==> src/rtl/div_unit.sv <==
// RV32M divide/remainder: 32-step restoring division, one 33-bit subtract per step.
// Latency: done 33 cycles after accepted start (1 cycle for divide-by-zero/overflow).
// Backpressure: busy high during CALC; start is ignored while busy, accepted in IDLE/DONE.
module div_unit #(
    parameter int XLEN = 32
) (
    input  logic            clk,
    input  logic            rst,
    input  logic            start,
    input  logic [1:0]      op,
    input  logic [XLEN-1:0] a,
    input  logic [XLEN-1:0] b,
    output logic            busy,
    output logic            done,
    output logic [XLEN-1:0] result
);

    localparam int CW = $clog2(XLEN);
    localparam logic [CW-1:0] LAST_CNT = CW'(XLEN - 1);

    typedef enum logic [1:0] {
        IDLE = 2'd0,
        CALC = 2'd1,
        DONE = 2'd2
    } state_t;

    state_t state, state_nx;

    logic [XLEN-1:0] rem, quo, bmag;
    logic [CW-1:0]   cnt;
    logic            is_rem_q, neg_q, neg_r;

    logic            accept;
    logic            in_signed, in_is_rem;
    logic [XLEN-1:0] a_mag, b_mag;
    logic            div_zero, overflow, special;
    logic [XLEN:0]   diff;
    logic [XLEN-1:0] rem_nx, quo_nx;
    logic [XLEN-1:0] final_q, final_r;

    assign accept    = start && (state == IDLE || state == DONE);
    assign in_signed = ~op[0];
    assign in_is_rem = op[1];
    assign a_mag     = (in_signed && a[XLEN-1]) ? (~a + 1'b1) : a;
    assign b_mag     = (in_signed && b[XLEN-1]) ? (~b + 1'b1) : b;
    assign div_zero  = (b == '0);
    assign overflow  = in_signed && (a == {1'b1, {(XLEN-1){1'b0}}}) && (b == '1);
    assign special   = div_zero || overflow;

    // One restoring step: trial-subtract the divisor from the shifted partial remainder.
    assign diff = {rem, quo[XLEN-1]} - {1'b0, bmag};

    always_comb begin
        rem_nx = '0;
        quo_nx = '0;
        if (!diff[XLEN]) begin
            rem_nx = diff[XLEN-1:0];
            quo_nx = {quo[XLEN-2:0], 1'b1};
        end else begin
            rem_nx = {rem[XLEN-2:0], quo[XLEN-1]};
            quo_nx = {quo[XLEN-2:0], 1'b0};
        end
    end

    assign final_q = neg_q ? (~quo_nx + 1'b1) : quo_nx;
    assign final_r = neg_r ? (~rem_nx + 1'b1) : rem_nx;

    always_ff @(posedge clk) begin
        if (rst) state <= IDLE;
        else     state <= state_nx;
    end

    always_comb begin
        state_nx = state;
        case (state)
            IDLE: if (start) state_nx = special ? DONE : CALC;
            CALC: if (cnt == LAST_CNT) state_nx = DONE;
            DONE: begin
                if (start) state_nx = special ? DONE : CALC;
                else       state_nx = IDLE;
            end
            default: state_nx = IDLE;
        endcase
    end

    always_ff @(posedge clk) begin
        if (rst) begin
            rem      <= '0;
            quo      <= '0;
            bmag     <= '0;
            cnt      <= '0;
            is_rem_q <= 1'b0;
            neg_q    <= 1'b0;
            neg_r    <= 1'b0;
            result   <= '0;
        end else if (accept) begin
            is_rem_q <= in_is_rem;
            neg_q    <= in_signed && (a[XLEN-1] ^ b[XLEN-1]);
            neg_r    <= in_signed && a[XLEN-1];
            bmag     <= b_mag;
            if (div_zero) begin
                result <= in_is_rem ? a : '1;
            end else if (overflow) begin
                result <= in_is_rem ? '0 : {1'b1, {(XLEN-1){1'b0}}};
            end else begin
                rem <= '0;
                quo <= a_mag;
                cnt <= '0;
            end
        end else if (state == CALC) begin
            rem <= rem_nx;
            quo <= quo_nx;
            cnt <= cnt + 1'b1;
            if (cnt == LAST_CNT)
                result <= is_rem_q ? final_r : final_q;
        end
    end

    assign busy = (state == CALC);
    assign done = (state == DONE);

endmodule

==> config.mk <==
export PLATFORM = sky130hd
export DESIGN_NAME = div_unit
export DESIGN_NICKNAME = d
export VERILOG_FILES = /design/src/rtl/div_unit.sv
export SDC_FILE = /design/constraint.sdc
export NUM_CORES = 1
export LEC_CHECK = 0
export CORE_MARGIN = 2
export CORE_UTILIZATION = 46
export CTS_CLUSTER_DIAMETER = 40
export DETAILED_ROUTE_END_ITERATION = 10
export PLACE_DENSITY = 0.75
export SYNTH_ARGS = -nofsm -noshare
export SYNTH_HDL_FRONTEND = slang
export SYNTH_SLANG_ARGS = --single-unit
==> constraint.sdc <==
create_clock -name clk -period 5.5 [get_ports clk]
set_input_delay 1.1 -clock clk [delete_from_list [all_inputs] [get_ports clk]]
set_output_delay 1.1 -clock clk [all_outputs]
set_load 0.02 [all_outputs]
==> run summary, run 1 <==
status: completed
Slew headroom: 23.4%
Critical Path RT: 5.85 ns
highest routed layer: met4
Final Util: 55.2%
ys async rst share: 0%
delay of the slowest critical-path stage: 0.42 ns
Yosys top cell area share: 24.9%
most frequent cells in the layout: nor2_1 (230), nand2_1 (141), dfxtp_1 (138)
DP Wirelength: 28100 um
Setup-failing EPs final: 0
Die X: 159 um
sequential-to-total area share from yosys stat: 24.9%
Vias/cell: 6.26
routability-driven placement congestion ratio: 0.966
Synth Instances: 1546
routed via count: 12100
min cycle time layout: 5.19 ns
DIE HEIGHT: 159 um
initial antenna violation count: 0
Clock Tree Buf Depth: 2
clock sinks: 138
H-tree depth: 4
f_max: 193 MHz
max_cap viols: 0
# nets final: 1713
first-pass GRT wire length: 59400 um
Resized Gates After CTS: 0
Main synth FF type: dfxtp_1
Netlist Area Pre-Place: 0.0111 mm^2
Site Rows: 56
CP Capture Type: flop
pin count of the biggest net entering global routing: 107
critical-path cell list: inv_1 -> ha_1 -> fa_1 -> nand2b_1 -> a21oi_1 -> o22ai_2 -> o31ai_2 -> o2111a_1 -> o31a_1 -> buf_4 -> nor3_1 -> a21oi_1 -> ha_1 -> nand3_1 -> nor4_1 -> a21oi_1 -> or3_4 -> o31ai_2 -> xnor2_1 -> o31ai_2
cell taking the most area after synthesis: dfxtp_1
routed wl met2: 16700 um
number of global-route vias before repair: 10800
CTS tree: built
Post-CTS Setup Inserts: 0
Die Area: 0.0254 mm^2
CTS root buf: clkbuf_16
Routed WL per cell: 19.3 um
WP data arrival: 5.54 ns
Synth area leaders: dfxtp_1 (25%), nor2_1 (7.8%), a21oi_1 (6.0%)
Yosys reg bits: 138
commonest non-fill, non-tap cell in the layout: nor2_1
fill count: 2283
# IOs: 103
syn_area_per_cell: 7.18 um^2
antenna fix cells: 0
routed length on met1: 16700 um
Placed Cells: 1904
Layout Area Growth over Synthesis: 17.4%
Worst-Margin Slew: 1.15 ns
Worst-path clk slew: 0.06 ns
Cell variety after synth: 76
Max Slew Vio Count: 0
Hold/Removal Path Class: flop to flop
CP Max Fanout: 7
Slowest-stage cell, CP: fa_1
top cell family by delay on the critical path: compound AO/OA/AOI/OAI gates
CP startpoint kind: flop
drt total wl: 37400 um
Initial Util: 47.0%
Residual DRC: 0
met3 wire length: 3080 um
YS warnings: 0
Setup TNS: 0 ns
final worst-path cycle share: 94.4%
post-route ant nets: 0
Bufs and invs on worst path: 2
endpoints failing hold: 0
layout cells sized above 1: 5.82%
Final Skew: 0.00926 ns
hold_ws: 0.453 ns
IO buf count: 102
Synth Net Count: 1655
Tot GR Track Use: 28.6%
Clock Latency Late Sink: 0.43 ns
DR pass1 iterations: 6
RSZ-0062 raised after global routing: no
Post-synth EDFFs: 0
Post-Layout Cell Count: 1935
Initial DRC Count: 1455
Core ar.: 0.0236 mm^2
grt ovf: 0
Post-CTS Hold Fix Bufs: 0
Crit Path Category: flop to flop
CTS Buf Count: 17
## synthesized netlist by cell type (11+ instances only)
cell and count:
inv_1 50, or4_1 11, a211oi_1 72, nor3_1 31, nand4_1 18, xor2_1 70, ha_1 39, dfxtp_1 138
nor2b_1 14, or3_1 21, o41ai_1 17, nor4_1 17, a21o_1 14, xnor2_1 62, a31oi_1 39, nor2_1 231
nand3_1 23, nand2_1 141, mux2i_1 21, clkbuf_1 80, nand2b_1 18, o21ai_0 98, o31ai_1 29, a21oi_1 134
## cells by family after synthesis
| logic type | after synthesis | synth area share [%] |
|---|---|---|
| adders and majority gates | 40 | 4.58 |
| buffers and inverters | 148 | 5.16 |
| and+or+nand+nor | 565 | 23.5 |
| AOI/OAI and AO/OA | 494 | 28.8 |
| xor gates and xnor gates | 132 | 10.4 |
| DFF | 138 | 24.9 |
| muxes | 29 | 2.71 |
## layout make-up
type / instances / area, um^2 / area share (%)
flip-flops and latches: 138 / 2760 / 21.2
clock inverters: 14 / 196 / 1.51
clock buffers: 17 / 425 / 3.26
well taps: 319 / 399 / 3.06
multi-input cells: 1260 / 7780 / 59.7
inverters: 53 / 199 / 1.53
repair buffers: 134 / 1270 / 9.75
## routing by layer
layer / up-vias / track usage, %
li1: 5739 / -
met1: 5683 / 40.5
met2: 620 / 45.1
met3: 78 / 3.80
met4: 0 / 9.21
met5: - / 0
## sequential cells by signal (all words and copies together) (netlist names)
signal and count:
neg_r 1, state 2, result 32, quo 32, neg_q 1, rem 32
cnt 5, bmag 32, is_rem_q 1
## worst paths after layout
check | from | to | slack [ns] | depth (start not counted)
max | quo[31] | result[28] | 0.31 | 20
min | bmag[30] | bmag[30] | 0.45 | 2
max reg2reg | quo[31] | result[28] | 0.31 | 20
min reg2reg | bmag[30] | bmag[30] | 0.45 | 2
## worst reg2reg max path: cells and delay by family (launching register included)
kind                     cells  cell delay [ns]
adder cells (fa/ha/maj)      3             1.00
AND/OR/NAND/NOR              5             1.07
buffers and inverters        2             0.24
XOR/XNOR                     1             0.11
flip-flops                   1             0.35
AO/OA/AOI/OAI                9             2.34
## through the flow
| stage | worst slack (ns) | cell area [um^2] |
|---|---|---|
| CTS | 0.546 | 13000 |
| finish | 0.310 | 13000 |
| global placement | 0.479 | 12400 |
| global route | 0.0503 | 13000 |
| floorplan | 0.657 | 11100 |
| detailed placement | 0.400 | 12400 |
Power of run 1 is left out: the tool's default activity adds up to more than one toggle a clock period on the data nets, which glitch-free logic cannot reach.
==> run 2: changes to the inputs <==
--- a/config.mk
+++ b/config.mk
@@ -9,7 +9,8 @@
 export CORE_UTILIZATION = 46
 export CTS_CLUSTER_DIAMETER = 40
 export DETAILED_ROUTE_END_ITERATION = 10
-export PLACE_DENSITY = 0.75
+export MAX_ROUTING_LAYER = met4
+export PLACE_DENSITY = 0.78
 export SYNTH_ARGS = -nofsm -noshare
 export SYNTH_HDL_FRONTEND = slang
 export SYNTH_SLANG_ARGS = --single-unit
==> constraint.sdc (replaced) <==
create_clock -name clk -period 4.4 [get_ports clk]
set_input_delay 0.88 -clock clk [delete_from_list [all_inputs] [get_ports clk]]
set_output_delay 0.88 -clock clk [all_outputs]
set_load 0.02 [all_outputs]
==> run 2 against run 1 <==
  * Clock skew up 0.0030 ns
  * Global-route usage up 1.9 points
  * Sequential share of layout area shrank 1.2 points
  * Register-to-register slack lost 0.24 ns
  * Wire length increased by 4.1%
  * Worst setup slack got worse by 0.24 ns
  * Critical path type unchanged
  * Largest cell class unchanged
==> run summary, run 2 (synthesized netlist as in run 1, its figures left out) <==
status: completed
first-pass GRT wire length: 61200 um
CP startpoint kind: flop
Core ar.: 0.0236 mm^2
CTS tree: built
Tot GR Track Use: 30.5%
CP Max Fanout: 5
final worst-path cycle share: 98.3%
min cycle time layout: 4.33 ns
most frequent cells in the layout: nor2_1 (230), nand2_1 (138), a21oi_1 (126)
Clock Latency Late Sink: 0.44 ns
number of global-route vias before repair: 11500
Vias/cell: 6.19
delay of the slowest critical-path stage: 0.41 ns
Residual DRC: 0
DR pass1 iterations: 5
layout cells sized above 1: 13.4%
WP data arrival: 4.62 ns
RSZ-0062 raised after global routing: yes
hold_ws: 0.453 ns
CTS root buf: clkbuf_16
Site Rows: 56
# nets final: 1788
grt ovf: 0
Initial DRC Count: 1263
Routed WL per cell: 19.3 um
Bufs and invs on worst path: 2
Worst-path clk slew: 0.07 ns
DP Wirelength: 29000 um
clock sinks: 138
Slew headroom: 31.5%
# IOs: 103
IO buf count: 102
CP dominant cell by count: a21oi_4
Layout Area Growth over Synthesis: 25.4%
DIE HEIGHT: 159 um
H-tree depth: 4
drt total wl: 38900 um
routed via count: 12400
Die X: 159 um
Crit Path Category: flop to flop
initial antenna violation count: 0
commonest non-fill, non-tap cell in the layout: nor2_1
Clock Tree Buf Depth: 2
Post-CTS Hold Fix Bufs: 0
Max Slew Vio Count: 0
Setup-failing EPs final: 0
Final Skew: 0.0123 ns
post-route ant nets: 0
pin count of the biggest net entering global routing: 106
CP Capture Type: flop
critical-path cell list: inv_2 -> ha_4 -> fa_2 -> nand2b_4 -> a21oi_4 -> o22ai_4 -> o31ai_4 -> o2111a_2 -> o31a_1 -> buf_6 -> nor3_2 -> a21oi_4 -> ha_4 -> nand4_1 -> nor4_4 -> a21oi_4 -> or3_4 -> o21ai_4 -> xnor2_2 -> a41oi_1
Hold/Removal Path Class: flop to flop
top cell family by delay on the critical path: compound AO/OA/AOI/OAI gates
Slowest-stage cell, CP: fa_2
routability-driven placement congestion ratio: 1.00
Worst-Margin Slew: 1.03 ns
Initial Util: 47.0%
f_max: 231 MHz
fin worst setup slack: 0.0749 ns
endpoints failing hold: 0
Critical Path RT: 4.69 ns
max_cap viols: 0
dpl ws: -0.108 ns
Die Area: 0.0254 mm^2
Setup TNS: 0 ns
antenna fix cells: 0
CTS Buf Count: 17
[run 2: changes by cell type in the layout (fill, tap and decap cells not counted), moves of 4 or more]
cell,delta
ha_2,+7
ha_1,-10
inv_6,+4
a21oi_4,+4
buf_4,+70
dfxtp_2,+12
dfxtp_1,-13
a21oi_1,-8
a21oi_2,+4
[run 2: final cells by class]
| type | instances | area (um^2) |
|---|---|---|
| clock inverter | 14 | 134 |
| multi-input combinational | 1260 | 8080 |
| tap | 319 | 399 |
| sequential | 138 | 2780 |
| inverter | 53 | 201 |
| fill | 2214 | 9700 |
| timing repair buffer | 209 | 1870 |
| clock buffer | 18 | 439 |
[run 2: worst reg2reg max path, stage by stage (launching register included)]
cell	delay, ns
dfxtp_2	0.34
inv_2	0.05
ha_4	0.16
fa_2	0.41
nand2b_4	0.17
a21oi_4	0.19
o22ai_4	0.12
o31ai_4	0.23
o2111a_2	0.24
o31a_1	0.24
buf_6	0.14
nor3_2	0.05
a21oi_4	0.16
ha_4	0.17
nand4_1	0.17
nor4_4	0.38
a21oi_4	0.09
or3_4	0.40
o21ai_4	0.20
xnor2_2	0.14
a41oi_1	0.12
[run 2: per-layer routing]
layer | up-vias | share of wire (%) | global-route usage (%)
met5 | - | 0 | -
met4 | 0 | 2.9 | 10.1
met3 | 91 | 7.4 | 4.85
met2 | 610 | 45 | 46.8
met1 | 5847 | 44 | 41.0
li1 | 5894 | - | -
[run 2: repair_timing]
action / 4_1_cts / 5_1_grt
pin swaps: 3 / 20
endpoints found under the hold margin: 0 / 0
setup endpoints to repair: 6 / 13
buffers inserted: 0 / 15
gates resized for setup: 4 / 61
[run 2: final timing paths]
check        depth (start not counted)         end      from  slack [ns]
max                                 20  result[24]   quo[31]        0.07
min                                  2    bmag[31]  bmag[31]        0.45
max reg2reg                         20  result[24]   quo[31]        0.07
min reg2reg                          2    bmag[31]  bmag[31]        0.45
[run 2: metrics by stage]
step	utilization [%]	std cells	instance area [um^2]
2_1_floorplan	-	1546	11200
3_3_place_gp	54.9	1964	13000
3_5_place_dp	54.9	1964	13000
4_1_cts	57.4	1996	13500
5_1_grt	58.9	2011	13900
6_report	58.9	2011	13900
Power of run 2 is left out for the same reason.
